`src/rtl/gpin_sync_pkg.sv`:
```
// gpin_sync_pkg: shared GPIO input constants and width helper
package gpin_sync_pkg;
    localparam int GPIO_WIDTH = 32;
    localparam int DEF_SYNC_STAGES = 2;
    localparam int DEF_FILT_PRESC = 16;
    localparam int DEF_FILT_LEN = 4;

    function automatic int clog2(input int n);
        int w;
        w = 0;
        while ((1 << w) < n) w++;
        return (w < 1) ? 1 : w;
    endfunction
endpackage

```
`src/rtl/gpin_filt_bit.sv`:
```
// gpin_filt_bit: one pin's synchroniser, tick-driven debounce counter and sticky edge event
module gpin_filt_bit
    import gpin_sync_pkg::*;
#(
    parameter int SYNC_STAGES = DEF_SYNC_STAGES,
    parameter int FILT_LEN = DEF_FILT_LEN
) (
    input  logic clk,
    input  logic rst,
    input  logic tick,
    input  logic pin,
    input  logic rise_en,
    input  logic fall_en,
    input  logic evt_clr,
    output logic val,
    output logic evt
);
    localparam int CW = clog2(FILT_LEN);
    localparam logic [CW-1:0] LAST = CW'(FILT_LEN - 1);

    logic [SYNC_STAGES-1:0] sync;
    logic [CW-1:0] cnt;
    logic s, diff, upd;

    assign s = sync[SYNC_STAGES-1];
    assign diff = tick && (s != val);
    assign upd = diff && (cnt == LAST);

    // a set on the same edge as a clear wins so no edge is lost
    always_ff @(posedge clk) begin
        if (rst) begin
            sync <= '0;
            cnt <= '0;
            val <= 1'b0;
            evt <= 1'b0;
        end else begin
            sync <= {sync[SYNC_STAGES-2:0], pin};
            cnt <= !tick ? cnt : (upd || !diff) ? '0 : cnt + 1'b1;
            val <= upd ? s : val;
            evt <= (upd && (s ? rise_en : fall_en)) || (evt && !evt_clr);
        end
    end
endmodule

```
`src/rtl/gpin_sync.sv`:
```
// gpin_sync: gathers 32 async pins into a synchronised, debounced bus with edge events and irq
module gpin_sync
    import gpin_sync_pkg::*;
#(
    parameter int SYNC_STAGES = DEF_SYNC_STAGES,
    parameter int FILT_PRESC = DEF_FILT_PRESC,
    parameter int FILT_LEN = DEF_FILT_LEN
) (
    input  logic clk,
    input  logic rst,
    input  logic gpin0,  input logic gpin1,  input logic gpin2,  input logic gpin3,
    input  logic gpin4,  input logic gpin5,  input logic gpin6,  input logic gpin7,
    input  logic gpin8,  input logic gpin9,  input logic gpin10, input logic gpin11,
    input  logic gpin12, input logic gpin13, input logic gpin14, input logic gpin15,
    input  logic gpin16, input logic gpin17, input logic gpin18, input logic gpin19,
    input  logic gpin20, input logic gpin21, input logic gpin22, input logic gpin23,
    input  logic gpin24, input logic gpin25, input logic gpin26, input logic gpin27,
    input  logic gpin28, input logic gpin29, input logic gpin30, input logic gpin31,
    input  logic [GPIO_WIDTH-1:0] rise_en,
    input  logic [GPIO_WIDTH-1:0] fall_en,
    input  logic [GPIO_WIDTH-1:0] evt_clr,
    output logic [GPIO_WIDTH-1:0] gpin,
    output logic [GPIO_WIDTH-1:0] evt,
    output logic irq
);
    localparam int PW = clog2(FILT_PRESC);
    localparam logic [PW-1:0] PLAST = PW'(FILT_PRESC - 1);

    logic [PW-1:0] presc;
    logic tick;
    logic [GPIO_WIDTH-1:0] pins;

    assign pins = {gpin31, gpin30, gpin29, gpin28, gpin27, gpin26, gpin25, gpin24,
                   gpin23, gpin22, gpin21, gpin20, gpin19, gpin18, gpin17, gpin16,
                   gpin15, gpin14, gpin13, gpin12, gpin11, gpin10, gpin9,  gpin8,
                   gpin7,  gpin6,  gpin5,  gpin4,  gpin3,  gpin2,  gpin1,  gpin0};
    assign tick = presc == PLAST;

    always_ff @(posedge clk) begin
        if (rst) begin
            presc <= '0;
            irq <= 1'b0;
        end else begin
            presc <= tick ? '0 : presc + 1'b1;
            irq <= |evt;
        end
    end

    for (genvar i = 0; i < GPIO_WIDTH; i++) begin : g_bit
        gpin_filt_bit #(.SYNC_STAGES(SYNC_STAGES), .FILT_LEN(FILT_LEN)) u_bit (
            .clk(clk), .rst(rst), .tick(tick), .pin(pins[i]),
            .rise_en(rise_en[i]), .fall_en(fall_en[i]), .evt_clr(evt_clr[i]),
            .val(gpin[i]), .evt(evt[i])
        );
    end
endmodule

```
`config.mk`:
```
export PLATFORM = sky130hd
export DESIGN_NAME = gpin_sync
export DESIGN_NICKNAME = d
export VERILOG_FILES = /design/src/rtl/gpin_sync_pkg.sv /design/src/rtl/gpin_filt_bit.sv /design/src/rtl/gpin_sync.sv
export SDC_FILE = /design/constraint.sdc
export NUM_CORES = 1
export LEC_CHECK = 0
export ABC_CLOCK_PERIOD_IN_PS = 1300
export CAP_MARGIN = 20
export CORE_MARGIN = 2
export CORE_UTILIZATION = 46
export DETAILED_ROUTE_END_ITERATION = 16
export GPL_ROUTABILITY_DRIVEN = 0
export PLACE_DENSITY = 0.85
export SLEW_MARGIN = 20
export SYNTH_ARGS = -nofsm -noshare
export SYNTH_HDL_FRONTEND = slang
export SYNTH_SLANG_ARGS = --single-unit
```
`constraint.sdc`:
```
create_clock -name clk -period 1.3 [get_ports clk]
set_input_delay 0.325 -clock clk [delete_from_list [all_inputs] [get_ports clk]]
set_output_delay 0.325 -clock clk [all_outputs]
set_load 0.02 [all_outputs]
```
==> results of run 1 <==
-- cells in the mapped netlist --
cell | n | area (sq um)
sky130_fd_sc_hd__dfxtp_1 | 197 | 3940
sky130_fd_sc_hd__a21oi_1 | 131 | 656
sky130_fd_sc_hd__buf_4 | 66 | 495
sky130_fd_sc_hd__nand2_1 | 64 | 240
sky130_fd_sc_hd__nand3b_1 | 64 | 480
sky130_fd_sc_hd__nor2b_1 | 64 | 400
sky130_fd_sc_hd__ha_1 | 33 | 413
sky130_fd_sc_hd__inv_1 | 33 | 124
sky130_fd_sc_hd__nand3_1 | 33 | 165
sky130_fd_sc_hd__nand4b_1 | 33 | 289
sky130_fd_sc_hd__o21ai_0 | 33 | 165
sky130_fd_sc_hd__a211o_1 | 32 | 280
sky130_fd_sc_hd__nand2b_1 | 32 | 200
sky130_fd_sc_hd__nand4_1 | 32 | 200
sky130_fd_sc_hd__xor2_1 | 32 | 280
sky130_fd_sc_hd__clkbuf_1 | 24 | 90.1
sky130_fd_sc_hd__buf_2 | 9 | 45.0
sky130_fd_sc_hd__nor4_1 | 8 | 50.1
sky130_fd_sc_hd__buf_1 | 6 | 22.5
sky130_fd_sc_hd__buf_6 | 6 | 67.6
sky130_fd_sc_hd__and4_1 | 2 | 17.5
sky130_fd_sc_hd__and3_1 | 1 | 6.26
sky130_fd_sc_hd__nor2_1 | 1 | 3.75
sky130_fd_sc_hd__nor3_1 | 1 | 5.00
sky130_fd_sc_hd__nor3b_1 | 1 | 7.51
sky130_fd_sc_hd__xnor2_1 | 1 | 8.76
-- cells by family (layout without fill, tap and decap cells) --
| kind of cell | after synthesis | after routing | synth area share (%) |
|---|---|---|---|
| AO/OA/AOI/OAI | 196 | 196 | 12.7 |
| adder cells (fa/ha/maj) | 33 | 33 | 4.77 |
| AND/OR/NAND/NOR | 336 | 337 | 23.9 |
| flip-flops | 197 | 197 | 45.6 |
| buffers and inverters | 144 | 338 | 9.76 |
| XOR/XNOR | 33 | 33 | 3.34 |
-- metrics by stage --
step	power [W]	cells	hold slack (ns)	setup slack, ns	cell area, sq um
floorplan	0.00654	939	0.414	-0.00669	8670
global placement	0.00700	1322	0.417	-0.207	10800
detailed placement	0.00701	1322	0.422	-0.217	10800
CTS	0.0124	1357	0.327	-0.0969	11300
global route	0.0127	1368	0.363	-0.187	11700
finish	0.0123	1368	0.335	-0.109	11700
-- sequential cells by signal (all words and copies together) (netlist names) --
register	count
g_bit.u_bit.val	32
g_bit.u_bit.cnt	64
irq	1
presc	4
g_bit.u_bit.evt	32
g_bit.u_bit.sync	64
-- repair_timing --
action	4_1_cts	5_1_grt
endpoints found under the setup margin	194	152
gates resized for setup	306	86
pin swaps	40	9
buffers inserted	0	3
cloned	3	8
-- layout make-up --
cell class | instances | area (sq um) | area share [%]
clock buffers | 20 | 457 | 3.89
clock inverters | 12 | 150 | 1.28
inverters | 33 | 124 | 1.06
multi-input cells | 599 | 4120 | 35.1
flip-flops and latches | 197 | 3990 | 34.0
well taps | 234 | 293 | 2.50
repair buffers | 273 | 2590 | 22.1
-- final timing paths --
kind | startpoint | end | cells after the start
max | presc[1] | g_bit[13].u_bit.evt | 6
min | rst | g_bit[24].u_bit.val | 3
max reg2reg | presc[1] | g_bit[13].u_bit.evt | 6
min reg2reg | g_bit[28].u_bit.sync[0] | g_bit[28].u_bit.sync[1] | 1
-- worst reg2reg max path, delay by kind of cell (launching register included) --
kind	cells	cell delay [ns]
adder cells (fa/ha/maj)	1	0.17
AO/OA/AOI/OAI	2	0.35
buffers and inverters	2	0.33
AND/OR/NAND/NOR	1	0.13
flip-flops	1	0.36
-- where the power goes --
group | leakage (nW) | switching [W] | total, W | internal (W)
Clock | 0.305 | 0.00233 | 0.00546 | 0.00314
Sequential | 1.62 | 0.0000667 | 0.00619 | 0.00612
Combinational | 2.61 | 0.000219 | 0.000686 | 0.000467
-- layer usage --
metal  vias to the layer above  track usage (%)
met5                         -                0
met4                         0             6.79
met3                        35             3.74
met2                       199             35.1
met1                      3444             24.6
li1                       3596                -
==> impl_results.rst, run 1 <==
.. list-table::
   :header-rows: 1

   * - Metric
     - Value
   * - Share of final-layout standard cells stronger than drive strength 1
     - a little over a fifth
   * - Routed Wire Length
     - around 21000 um
   * - Commonest cells after routing, fill and taps aside
     - sky130_fd_sc_hd__dfxtp_1 (173), sky130_fd_sc_hd__clkdlybuf4s50_1 (128), sky130_fd_sc_hd__a21oi_1 (109)
   * - Initial antenna violation count
     - 0
   * - Initial DRT Pass Iterations
     - 5
   * - Final nets
     - ~1300
   * - Clock tree from TritonCTS
     - built
   * - Final critical-path setup slack
     - -0.109 ns
   * - Startpoint type of the worst setup path
     - register
   * - I/O pin count
     - ~200
   * - First-pass GRT wire length
     - around 32000 um
   * - Number of diodes
     - 0
   * - Number of global-route vias before repair
     - roughly 7000
   * - Synthesis-to-finish area growth
     - 35.5%
   * - Mean post-synth cell area
     - approximately 9.2 sq um
   * - Port Buf Inserts
     - between 150 and 200
   * - Flip-flop and latch count after synthesis
     - approximately 200
   * - Net Count, Synth
     - 1102
   * - Global route total overflow
     - 0
   * - Total buffers and inverters traversed by the critical path
     - 2
   * - Number of vias in the routed layout
     - just over 7000
   * - Die boundary width
     - 141 um
   * - Violations in the final reports
     - setup timing
   * - Worst vdd ir
     - approximately 0.9 mV
   * - Routed length on met1
     - ~9500 um
   * - H-tree depth reported by CTS
     - 4
   * - Worst slew pin tran
     - roughly 0.35 ns
   * - Uppermost signal routing layer after detailed routing
     - met4
   * - Max-slew headroom at the worst pin
     - roughly three quarters
   * - Core region area
     - ~19000 sq um
   * - First-iteration detailed-routing DRC count
     - ~310
   * - Routed wire length on met3
     - ~1100 um
   * - Critical path required time
     - roughly 1.7 ns
   * - Static Leakage
     - between 4 and 5 nW
   * - Worst setup path class
     - reg2reg
   * - Worst endpoint data arrival time
     - about 1.8 ns
   * - Via count normalized by instance count
     - between 5 and 6
   * - Unrepaired setup endpoints after global routing
     - yes
   * - CTS Root Cell
     - sky130_fd_sc_hd__clkbuf_16
   * - Number of max-cap violations
     - 0
   * - Count of final hold-check violations
     - 0
   * - Outcome
     - finished with violations
   * - Synth cell types
     - 26
   * - Maximum fanout along the worst path
     - 8
   * - Delay of the slowest cell on the worst path
     - between 0.3 and 0.4 ns
   * - Number of failing setup endpoints in the final timing report
     - ~110
   * - Final Cycle Share
     - 108%
   * - Reg clk slew, reported paths
     - about 0.070 ns
   * - Die footprint
     - 19900 sq um
   * - Commonest non-fill, non-tap cell in the layout
     - sky130_fd_sc_hd__dfxtp_1
   * - Gate count of the mapped netlist
     - approximately 940
   * - Buffer depth of the longest clock path
     - 2
   * - Total Routing Usage GR
     - around a fifth
   * - Max Slew Vio Count
     - 0
   * - Reg2reg setup slack
     - -0.11 ns
   * - Remaining design rule violation count
     - 0
   * - PwrDens
     - around 1100 nW/um^2
   * - Cell with the biggest individual delay on the critical path
     - sky130_fd_sc_hd__dfxtp_4
   * - Cells along the critical path
     - ha_4, nand3_4, buf_12, buf_16, a211o_1, a21oi_2
   * - Maximum number of pins on one net before global-route repair
     - 68
   * - Antenna violation net count after detailed routing
     - 0
   * - Wire length on met2
     - between 10000 and 15000 um
   * - Final-layout setup total negative slack
     - -3.74 ns
   * - Warnings, synthesis
     - 0
   * - Sequential-to-total area share from yosys stat
     - a little under half
   * - Number of clock buffers inserted by TritonCTS
     - 17
   * - Fillers
     - 1493
   * - Initial Util
     - between 40% and 50%
   * - Kind of end point of the critical path
     - register
   * - Sum of net half-perimeters after detailed placement
     - 13300 um
   * - Setup clock skew after layout
     - between 0.01 and 0.015 ns
   * - Combined area of all synthesized cells
     - slightly below 9000 sq um
   * - Clock latency of the later-clocked register in the worst-skew pair
     - about 0.43 ns
   * - Number of rows in the core area
     - 50
   * - Final critical delay including setup and external delays
     - about 1.4 ns
   * - Type of the most critical hold path
     - in2reg
   * - Post-detailed-route wirelength per cell
     - about 16 um
   * - Fmax
     - between 700 and 800 MHz
   * - Number of buffers inserted by hold repair at cts
     - 0
   * - CTS sink cnt
     - between 150 and 200
   * - Die Y-Extent
     - 141 um
   * - Critical path's top delay family
     - flip-flops
   * - Fraction of the core area covered by cells at the end of the flow
     - 63.1%
Power figures use the tool's default switching activity.
==> run 2, diff against run 1 <==
--- a/config.mk
+++ b/config.mk
@@ -5,6 +5,7 @@
 export SDC_FILE = /design/constraint.sdc
 export NUM_CORES = 1
 export LEC_CHECK = 0
+export ABC_AREA = 0
 export ABC_CLOCK_PERIOD_IN_PS = 1300
 export CAP_MARGIN = 20
 export CORE_MARGIN = 2
==> results of run 2 <==
The final DEF is identical to that of run 1; final timing and power are the same.
